## src/rtl/bcd_pkg.sv

```systemverilog
// Shared BCD constants and nibble helpers for the BCD counter slice.
package bcd_pkg;

    localparam int         BCD_W         = 4;
    localparam logic [3:0] BCD_MAX_DIGIT = 4'd9;

    // True when the nibble is a legal decimal digit (0..9).
    function automatic logic is_valid_bcd(input logic [BCD_W-1:0] nib);
        return (nib <= BCD_MAX_DIGIT);
    endfunction

endpackage

```

## src/rtl/bcd_digit.sv

```systemverilog
// One combinational BCD digit cell: steps a single decimal digit up or down
// and reports the carry (up) or borrow (down) into the next digit.
module bcd_digit
    import bcd_pkg::*;
(
    input  logic [BCD_W-1:0] digit,
    input  logic             step,
    input  logic             dir,
    output logic [BCD_W-1:0] next_digit,
    output logic             carry_borrow
);

    // Increment/decrement with decimal rollover; hold when not stepped.
    always_comb begin
        next_digit   = digit;
        carry_borrow = 1'b0;
        if (step) begin
            if (dir) begin
                if (digit >= BCD_MAX_DIGIT) begin
                    next_digit   = '0;
                    carry_borrow = 1'b1;
                end else begin
                    next_digit = digit + 4'd1;
                end
            end else begin
                if (digit == '0) begin
                    next_digit   = BCD_MAX_DIGIT;
                    carry_borrow = 1'b1;
                end else begin
                    next_digit = digit - 4'd1;
                end
            end
        end
    end

endmodule

```

## src/rtl/bcd_counter_n.sv

```systemverilog
// N-digit up/down BCD counter with validated parallel load, wrap or
// saturate at the terminal values, and a separately strobed display register.
module bcd_counter_n
    import bcd_pkg::*;
#(
    parameter int DIGITS = 8,
    parameter int WRAP   = 1
) (
    input  logic                      clk,
    input  logic                      rst,
    input  logic                      en,
    input  logic                      dir,
    input  logic                      load,
    input  logic [BCD_W*DIGITS-1:0]   load_val,
    input  logic                      upd,
    output logic [BCD_W*DIGITS-1:0]   count,
    output logic                      tc,
    output logic                      load_err
);

    localparam int             W         = BCD_W * DIGITS;
    localparam logic [W-1:0]   ALL_NINES = {DIGITS{BCD_MAX_DIGIT}};

    logic [W-1:0]    cnt_q, cnt_d;
    logic [W-1:0]    count_q, count_d;
    logic            tc_q, tc_d;
    logic            load_err_q, load_err_d;

    logic [W-1:0]    step_val;
    logic [DIGITS:0] chain;
    logic            load_ok;
    logic [W-1:0]    terminal;
    logic            at_term;
    logic            crossing;

    // Digit 0 always steps; each higher digit steps on the carry/borrow below it.
    assign chain[0] = 1'b1;

    generate
        for (genvar g = 0; g < DIGITS; g++) begin : g_digit
            bcd_digit u_digit (
                .digit        (cnt_q[g*BCD_W +: BCD_W]),
                .step         (chain[g]),
                .dir          (dir),
                .next_digit   (step_val[g*BCD_W +: BCD_W]),
                .carry_borrow (chain[g+1])
            );
        end
    endgenerate

    // A load is accepted only if every nibble is a legal decimal digit.
    always_comb begin
        load_ok = 1'b1;
        for (int i = 0; i < DIGITS; i++) begin
            if (!is_valid_bcd(load_val[i*BCD_W +: BCD_W])) begin
                load_ok = 1'b0;
            end
        end
    end

    // Next live value and flags: load beats enable; terminal handling by WRAP.
    always_comb begin
        terminal   = dir ? ALL_NINES : '0;
        at_term    = (cnt_q == terminal);
        crossing   = chain[DIGITS];
        cnt_d      = cnt_q;
        tc_d       = 1'b0;
        load_err_d = 1'b0;

        if (load) begin
            if (load_ok) begin
                cnt_d = load_val;
            end else begin
                load_err_d = 1'b1;
            end
        end else if (en) begin
            if (crossing && (WRAP == 0)) begin
                cnt_d = cnt_q;
            end else begin
                cnt_d = step_val;
            end
        end

        if (WRAP != 0) begin
            tc_d = !load && en && crossing;
        end else begin
            tc_d = en && at_term;
        end

        // The display captures the post-edge live value, including loads/steps.
        count_d = upd ? cnt_d : count_q;
    end

    // Live counter and status flags.
    always_ff @(posedge clk) begin
        if (!rst) begin
            cnt_q      <= '0;
            tc_q       <= 1'b0;
            load_err_q <= 1'b0;
        end else begin
            cnt_q      <= cnt_d;
            tc_q       <= tc_d;
            load_err_q <= load_err_d;
        end
    end

    // Display register, refreshed only on the update strobe.
    always_ff @(posedge clk) begin
        if (!rst) begin
            count_q <= '0;
        end else begin
            count_q <= count_d;
        end
    end

    assign count    = count_q;
    assign tc       = tc_q;
    assign load_err = load_err_q;

endmodule

```

## config.mk

```make
export PLATFORM = sky130hd
export DESIGN_NAME = bcd_counter_n
export DESIGN_NICKNAME = d
export VERILOG_FILES = /design/src/rtl/bcd_pkg.sv /design/src/rtl/bcd_digit.sv /design/src/rtl/bcd_counter_n.sv
export SDC_FILE = /design/constraint.sdc
export NUM_CORES = 1
export LEC_CHECK = 0
export ABC_AREA = 1
export CAP_MARGIN = 10
export CORE_UTILIZATION = 59
export DETAILED_ROUTE_END_ITERATION = 10
export PLACE_DENSITY = 0.86
export RECOVER_POWER = 50
export SYNTH_ARGS = -nofsm -noshare
export SYNTH_HDL_FRONTEND = slang
export SYNTH_SLANG_ARGS = --single-unit
```

## constraint.sdc

```tcl
create_clock -name clk -period 4.5 [get_ports clk]
set_input_delay 0.9 -clock clk [delete_from_list [all_inputs] [get_ports clk]]
set_output_delay 0.9 -clock clk [all_outputs]
set_load 0.03 [all_outputs]
```

# Word-level counts from Yosys, hierarchy flattened
# Cells that the tools add are included.
[classes]
n_reduce_logical = 12
n_addsub = 16
muxes = 74
order_cmp = 16
[ops]
columns = ["cell", "n"]
rows = [
  ["4-bit 2-to-1 mux", 31],
  ["32-bit 2-to-1 mux", 3],
  ["1-bit 2-to-1 mux", 40],
  ["4-bit by 1-bit adder with 4-bit output, second input constant", 8],
  ["4-bit >= comparator, second input constant", 8],
  ["4-bit less-or-equal comparator, second input constant", 8],
  ["4-bit zero test", 8],
  ["4-bit by 1-bit subtractor with 4-bit output, second input constant", 8],
  ["1-bit logical AND", 2],
  ["2-bit AND reduction", 1],
  ["1-bit zero test", 1],
]
[totals]
elab_cells = 122
input_bits = 38
regBits = 66

# Longest topological paths before layout
# Gate-level depths: netlist of the first run.
[depth]
depth_word = 12
depth_mapped = 15
depth_no_buf = 14

# By module
# A second synthesis of the first run with hierarchy kept.
[unflattened]
cells_unflattened = 965
hier_area_um2 = 5729.2
[modules_own_cells]
columns = ["mod", "cells_per_inst", "seq_area_each_um2", "instances", "area_each_um2"]
rows = [
  ["bcd_counter_n", 573, 1321.3, 1, 3507.1],
  ["bcd_digit", 49, 0.0, 8, 277.8],
]

# Worst setup path after synthesis of the first run
# OpenSTA, ideal clock, no wires.
[synth_path]
kind = "input to register"
start = "input load_val[9]"
end = "register count_q[23], in the netlist count[23]"
t_arrival_ns = 1.991
cell_stages = 10
required_ns = 4.391
path_slack_ns = 2.400
setup_time_ns = 0.109
path_buffers = 2
cell_sequence = "o21ai_0 -> nand2_1 -> nor2_1 -> nand2_1 -> buf_2 -> clkbuf_1 -> o21ai_0 -> nand3_1 -> nand2_1 -> inv_1"
[synth_via]
elab_chain_cells = 9
[synth_lines]
columns = ["item", "line_no", "source"]
rows = [
  ["from (decl)", "bcd_counter_n.sv:14", "input logic [BCD_W*DIGITS-1:0] load_val,"],
  ["4-bit less-or-equal comparator", "bcd_pkg.sv:9", "return (nib <= BCD_MAX_DIGIT);"],
  ["1-bit 2-to-1 mux (6 in series)", "bcd_counter_n.sv:55", "if (!is_valid_bcd(load_val[i*BCD_W +: BCD_W])) begin"],
  ["32-bit 2-to-1 mux", "bcd_counter_n.sv:71", "if (load_ok) begin"],
  ["32-bit 2-to-1 mux", "bcd_counter_n.sv:70", "if (load) begin"],
  ["to (signal assigned)", "bcd_counter_n.sv:112", "count_q <= count_d;"],
  ["to (decl)", "bcd_counter_n.sv:25", "logic [W-1:0] count_q, count_d;"],
]
# Every way passes these cells.
# A chain may end at the register's enable or synchronous reset.

# Worst setup path after layout of the first run
[layout_path]
start = "input load_val[9]"
end = "register count_q[16], in the netlist count[16]"
# The elaborated chain is that of the path after synthesis.

==> impl_metrics.py, run 1 <==
metrics = {
    "global_route": {
        "grt.total_usage_pct": 31.2,
        "grt_pass1_vias": 4919,
        "antenna_found_initial": 0,
        "grt_pass1_wl_mm": 21.6,
        "grt_max_degree": 65,
        "gr-total-overflow": 0,
    },
    "critical_path": {
        "setup.worst_path.class": "input port to register",
        "startpoint_type": "input port",
        "worstSetupEndpointType": "register",
        "path_max_fanout": 28,
        "crit_arrival_ns": 3.64,
        "required_ns": 4.76,
    },
    "power_and_ir_drop": {
        "p_leak_nw": 2.65,
        "power.switching_mw": 0.516,
        "vdd_drop_max_uv": 201,
        "swShare_pct": 32.0,
        "combPwrFrac_pct": 24.0,
        "p_int_mw": 1.10,
        "seqPwrFrac_pct": 39.8,
        "p_clk_share_pct": 36.2,
        "p_per_area_nw_per_um2": 283,
    },
    "logic_synthesis": {
        "syn_area_per_cell_um2": 6.64,
        "synthesis.nets": 782,
        "synth.top_cell.area_share_pct": 27.7,
        "synth_top_area_cell": "dfxtp_1",
        "synth_seq_area_share_pct": 27.7,
        "synth_cells": 720,
        "yosys_warnings": 0,
        "netlist_top_cells_area": "dfxtp_1 28%, nand3_1 9.8%, o21ai_0 8.8%",
        "syn_area_um2": 4780,
        "synth_cell_types": 35,
        "ys_ff_latch": 66,
    },
    "clock_tree": {
        "cts_buffers": 9,
        "clock-sinks": 66,
        "root_buffer": "clkbuf_8",
        "clk_pin_slew_worst_paths_ns": 0.07,
        "worstSkewPairLatency_ns": 0.36,
        "cts_tree": "done",
        "cts_hold_buffers": 0,
        "cts_buffer_depth": 2,
        "post_cts_resized": 0,
        "htree_levels": 3,
        "cts_setup_buffers": 0,
    },
    "detailed_routing": {
        "drc": 0,
        "wire_per_inst_um": 14.4,
        "routed_via_density": 5.78,
        "first_pass_iters": 5,
        "drt_first_iter_violations": 327,
        "num_vias": 5077,
        "ant_nets": 0,
        "drt_wl_total_mm": 12.6,
    },
    "timing": {
        "hold_violations": 0,
        "period_share_pct": 75.1,
        "fin_ws_ns": 1.12,
        "maxClockFrequency_mhz": 296,
        "rsz0062_at_grt": "no",
        "clock_skew_ns": 0.00965,
        "worst_slew_pin_slew_ns": 1.73,
        "setup-tns-final_ns": 0,
        "setup_viol": 0,
        "min_period_ns": 3.38,
        "max-slew-margin-rel_pct": -15.3,
        "slew_violations": 55,
    },
    "layout": {
        "instances_no_fill": 879,
        "nNetsFinal": 835,
        "syn2layout_area_growth_pct": 19.4,
        "diodes": 0,
        "final_cell_mix": "94 x nand3_1, 87 x nand2_1, 84 x o21ai_0",
        "nFillCells": 649,
        "drive_gt1_share_pct": 8.75,
        "final_common_cell": "nand3_1",
    },
    "floorplan": {
        "dieArea_um2": 8460,
        "pin_count": 72,
        "rows": 32,
        "initial_core_util_pct": 61.5,
        "die_x_um": 92.0,
        "die_h_um": 92.0,
        "fp.coreArea_um2": 7770,
    },
    "placement": {
        "io_buffers": 71,
        "dp_hpwl_mm": 8.72,
        "dpl.cell_count": 864,
        "dp_slack_ns": 1.26,
        "gp_congestion": 0.940,
    },
    "job": {
        "cap_violations": 1,
    },
    "min_path": {
        "hold_class": "register to register",
    },
    "run_status": {
        "violations": "max-capacitance violations, max-slew violations",
        "status": "finished with violations",
    },
}
## power by group through the flow
stage	Combinational [mW]	Sequential, mW	Clock [mW]
3_5_place_dp	0.386	0.656	0
5_1_grt	0.428	0.646	0.611
4_1_cts	0.390	0.642	0.588
2_1_floorplan	0.231	0.688	0
3_3_place_gp	0.377	0.654	0
6_report	0.387	0.642	0.585
## cell type report
type                       count  area [um^2]  area share (%)
clock buffer                  11          151            2.65
clock inverter                 4         75.1            1.32
inverter                      84          315            5.53
multi-input combinational    536         2980            52.2
sequential                    66         1320            23.2
tap                          102          128            2.24
timing repair buffer          76          739            13.0
## worst paths after layout
check                                              end  slack (ns)             startpoint  cells past startpoint
worst max-delay path            count[16]$_SDFFE_PN0P_        1.12            load_val[9]                     10
worst min-delay path             count[7]$_SDFFE_PN0P_        0.48  count[7]$_SDFFE_PN0P_                      2
worst max register to register    cnt_q[25]$_SDFF_PN0_        2.05    cnt_q[0]$_SDFF_PN0_                     13
worst min register to register   count[7]$_SDFFE_PN0P_        0.48  count[7]$_SDFFE_PN0P_                      2
## Yosys cell counts
library cell,number
a21oi_1,69
a21oi_2,2
a31oi_1,3
and2_1,1
buf_1,8
buf_2,8
buf_4,1
buf_6,3
clkbuf_1,13
clkbuf_2,1
clkinv_1,1
dfxtp_1,66
ha_1,24
inv_1,72
inv_2,11
nand2_1,87
nand2_2,14
nand2_4,2
nand3_1,94
nand3_2,7
nand3b_1,8
nand4_1,15
nor2_1,75
nor2_2,2
nor2_4,4
nor2_8,3
nor3_1,2
o211ai_1,16
o211ai_2,3
o21ai_0,84
o21ai_1,3
o21ai_2,1
o22ai_1,1
xnor2_1,5
xor2_1,11
## sequential cells by signal, summed over array words and instances (netlist names)
register,cells
count,32
cnt_q,32
load_err,1
tc,1
## stage by stage
stage               hold slack, ns  total power, mW  instance area, um^2  utilization, %
finish                       0.484             1.61                 5710            73.5
global placement             0.464             1.03                 5480            70.6
CTS                          0.493             1.62                 5710            73.5
global route                 0.528             1.69                 5710            73.5
floorplan                    0.581            0.919                 4780               -
detailed placement           0.470             1.04                 5480            70.6
## cells by family (layout without fill, tap and decap cells)
kind of cell             count (synthesis)  after routing  synth area share, %
AO/OA/AOI/OAI                          182            182                 20.7
adder cells (fa/ha/maj)                 24             24                 6.28
buffers and inverters                  118            175                 10.1
AND/OR/NAND/NOR                        314            314                 32.4
XOR/XNOR                                16             16                 2.93
flip-flops                              66             66                 27.7
## worst max-delay path, cell delays in order
cell,delay (ns)
dlygate4sd3_1,0.55
o21ai_0,0.30
nand2_1,0.09
nor2_1,0.19
nand2_1,0.35
clkbuf_1,0.55
o21ai_0,0.42
nand3_1,0.13
nand2_1,0.11
inv_1,0.04
## routing by layer
metal  wire (um)  global-route usage [%]
met1        5160                    36.1
met2        6200                    54.7
met5           0                       0
met3         862                    5.89
met4         408                    16.0
Note: power is estimated with default switching activity, not from simulation.
==> run 2, diff against run 1 <==
CORE_UTILIZATION = 55   (was 59)
PLACE_DENSITY = 0.81   (was 0.86)
clock period = 3.4 ns   (was 4.5 ns; I/O delays follow)
==> run 2 against run 1 <==
Effect of this change: the run now ends clean; non-clock buffer count is 7 higher; final cell count increased by 1.3%; count of clock-buffer cells in the layout up 2; global-route usage decreased by 1.7 points; routed wire length increased by 1.3%; largest power group unchanged; sequential power increased by 32%; sequential cell count is the same; largest cell class unchanged; critical endpoint is now count[20]$_SDFFE_PN0P_.
==> impl_metrics.py, run 2 (same netlist as run 1, synthesis figures left out) <==
metrics = {
    "detailed_routing": {
        "routed_via_density": 5.71,
        "first_pass_iters": 5,
        "ant_nets": 0,
        "drt_wl_total_mm": 12.8,
        "num_vias": 5080,
        "drt_first_iter_violations": 291,
        "wire_per_inst_um": 14.4,
        "drc": 0,
    },
    "timing": {
        "period_share_pct": 82.6,
        "max-slew-margin-rel_pct": 34.5,
        "maxClockFrequency_mhz": 356,
        "rsz0062_at_grt": "no",
        "worst_slew_pin_slew_ns": 0.982,
        "clock_skew_ns": 0.0108,
        "slew_violations": 0,
        "setup-tns-final_ns": 0,
        "hold_violations": 0,
        "setup_viol": 0,
        "min_period_ns": 2.81,
    },
    "global_route": {
        "grt_max_degree": 41,
        "antenna_found_initial": 0,
        "gr-total-overflow": 0,
        "grt.total_usage_pct": 29.6,
        "grt_pass1_vias": 4650,
        "grt_pass1_wl_mm": 21.3,
    },
    "floorplan": {
        "rows": 33,
        "initial_core_util_pct": 57.6,
        "die_x_um": 95.2,
        "pin_count": 72,
        "dieArea_um2": 9060,
        "fp.coreArea_um2": 8300,
        "die_h_um": 95.2,
    },
    "placement": {
        "gp_congestion": 0.943,
        "dpl.cell_count": 874,
        "io_buffers": 71,
        "dp_hpwl_mm": 9.16,
    },
    "clock_tree": {
        "cts_setup_buffers": 0,
        "worstSkewPairLatency_ns": 0.35,
        "cts_tree": "done",
        "root_buffer": "clkbuf_8",
        "cts_hold_buffers": 0,
        "cts_buffer_depth": 2,
        "post_cts_resized": 0,
        "cts_buffers": 9,
        "htree_levels": 3,
        "clock-sinks": 66,
        "clk_pin_slew_worst_paths_ns": 0.07,
    },
    "critical_path": {
        "critPathBufInv": 3,
        "cpMostUsedCell": "nand2_1",
        "setup.worst_path.class": "input port to register",
        "worstSetupEndpointType": "register",
        "startpoint_type": "input port",
        "slowest_stage": "dlygate4sd3_1",
        "slowest_delay_ns": 0.56,
        "path_max_fanout": 24,
        "r2r_start": "cnt_q[0]$_SDFF_PN0_",
        "path_cells": "dlygate4sd3_1 > o21ai_0 > nand2_1 > nor2_1 > nand2_1 > clkbuf_1 > o21ai_0 > nand3_1 > nand2_1 > inv_1",
        "worstSetupStartpoint": "load_val[21]",
        "crit_arrival_ns": 3.06,
        "crit_family": "buffers and inverters",
        "required_ns": 3.65,
    },
    "layout": {
        "diodes": 0,
        "syn2layout_area_growth_pct": 21.1,
        "nNetsFinal": 842,
        "drive_gt1_share_pct": 9.81,
        "instances_no_fill": 890,
        "final_cell_mix": "94 x nand3_1, 87 x nand2_1, 84 x o21ai_0",
        "final_common_cell": "nand3_1",
        "nFillCells": 747,
    },
    "min_path": {
        "hold_start": "count[4]$_SDFFE_PN0P_",
        "hold_class": "register to register",
    },
    "run_status": {
        "status": "finished, final reports clean",
    },
    "power_and_ir_drop": {
        "p_leak_nw": 2.69,
        "p_per_area_nw_per_um2": 366,
        "vdd_drop_max_uv": 227,
    },
    "job": {
        "cap_violations": 0,
    },
}
run 2: cell types whose count changed in the layout (fill, tap and decap cells not counted), sizes merged:
| cell | delta |
|---|---|
| clkdlybuf4s50 | +1 |
| bufinv | -1 |
| clkbuf | +2 |
| dlygate4sd3 | -1 |
| buf | +7 |
run 2: routing by layer:
| layer | track usage, % | part of all wire, % |
|---|---|---|
| met1 | 39.4 | 46 |
| met2 | 48.1 | 46 |
| met3 | 5.02 | 5.9 |
| met4 | 9.72 | 1.5 |
| met5 | 0 | 0 |
run 2: final cells by class:
class	count	area, um^2	share of cell area [%]
Clock inverter	3	45.0	0.779
Timing Repair Buffer	83	817	14.1
Multi-Input combinational cell	536	2980	51.4
Clock buffer	13	179	3.09
Tap cell	105	131	2.27
Inverter	84	315	5.45
Sequential cell	66	1320	22.8
run 2: final timing paths:
path	cells after the start	endpoint	slack [ns]
worst max-delay path	10	count[20]$_SDFFE_PN0P_	0.59
worst min-delay path	2	count[4]$_SDFFE_PN0P_	0.48
worst min register to register	2	count[4]$_SDFFE_PN0P_	0.48
worst max register to register	14	count[18]$_SDFFE_PN0P_	1.03
run 2: worst reg2reg max path, stage by stage (launching register included):
cell     delay [ns]
dfxtp_1        0.37
inv_1          0.17
ha_1           0.28
nand2_2        0.11
nor2_4         0.10
nand2_1        0.07
nand2_2        0.10
nand2_4        0.14
nor2_8         0.37
nand2_1        0.18
a21oi_1        0.16
nand2_1        0.09
nand3_1        0.08
nand2_1        0.06
inv_1          0.04
run 2: power by group:
group,switching (mW),internal [mW],leakage (nW)
Clock,0.326,0.419,0.108
Combinational,0.324,0.197,2.04
Sequential,0.0347,0.815,0.541
Total,0.685,1.43,2.69
run 2: through the flow:
step | utilization (%) | area, um^2 | power [mW] | hold WS (ns) | worst slack [ns]
floorplan | - | 4780 | 1.22 | 0.581 | 1.52
global placement | 67.1 | 5570 | 1.38 | 0.460 | 0.546
detailed placement | 67.1 | 5570 | 1.39 | 0.470 | 0.482
CTS | 69.8 | 5790 | 2.14 | 0.492 | 0.840
global route | 69.7 | 5790 | 2.22 | 0.514 | 0.332
finish | 69.7 | 5790 | 2.12 | 0.481 | 0.593
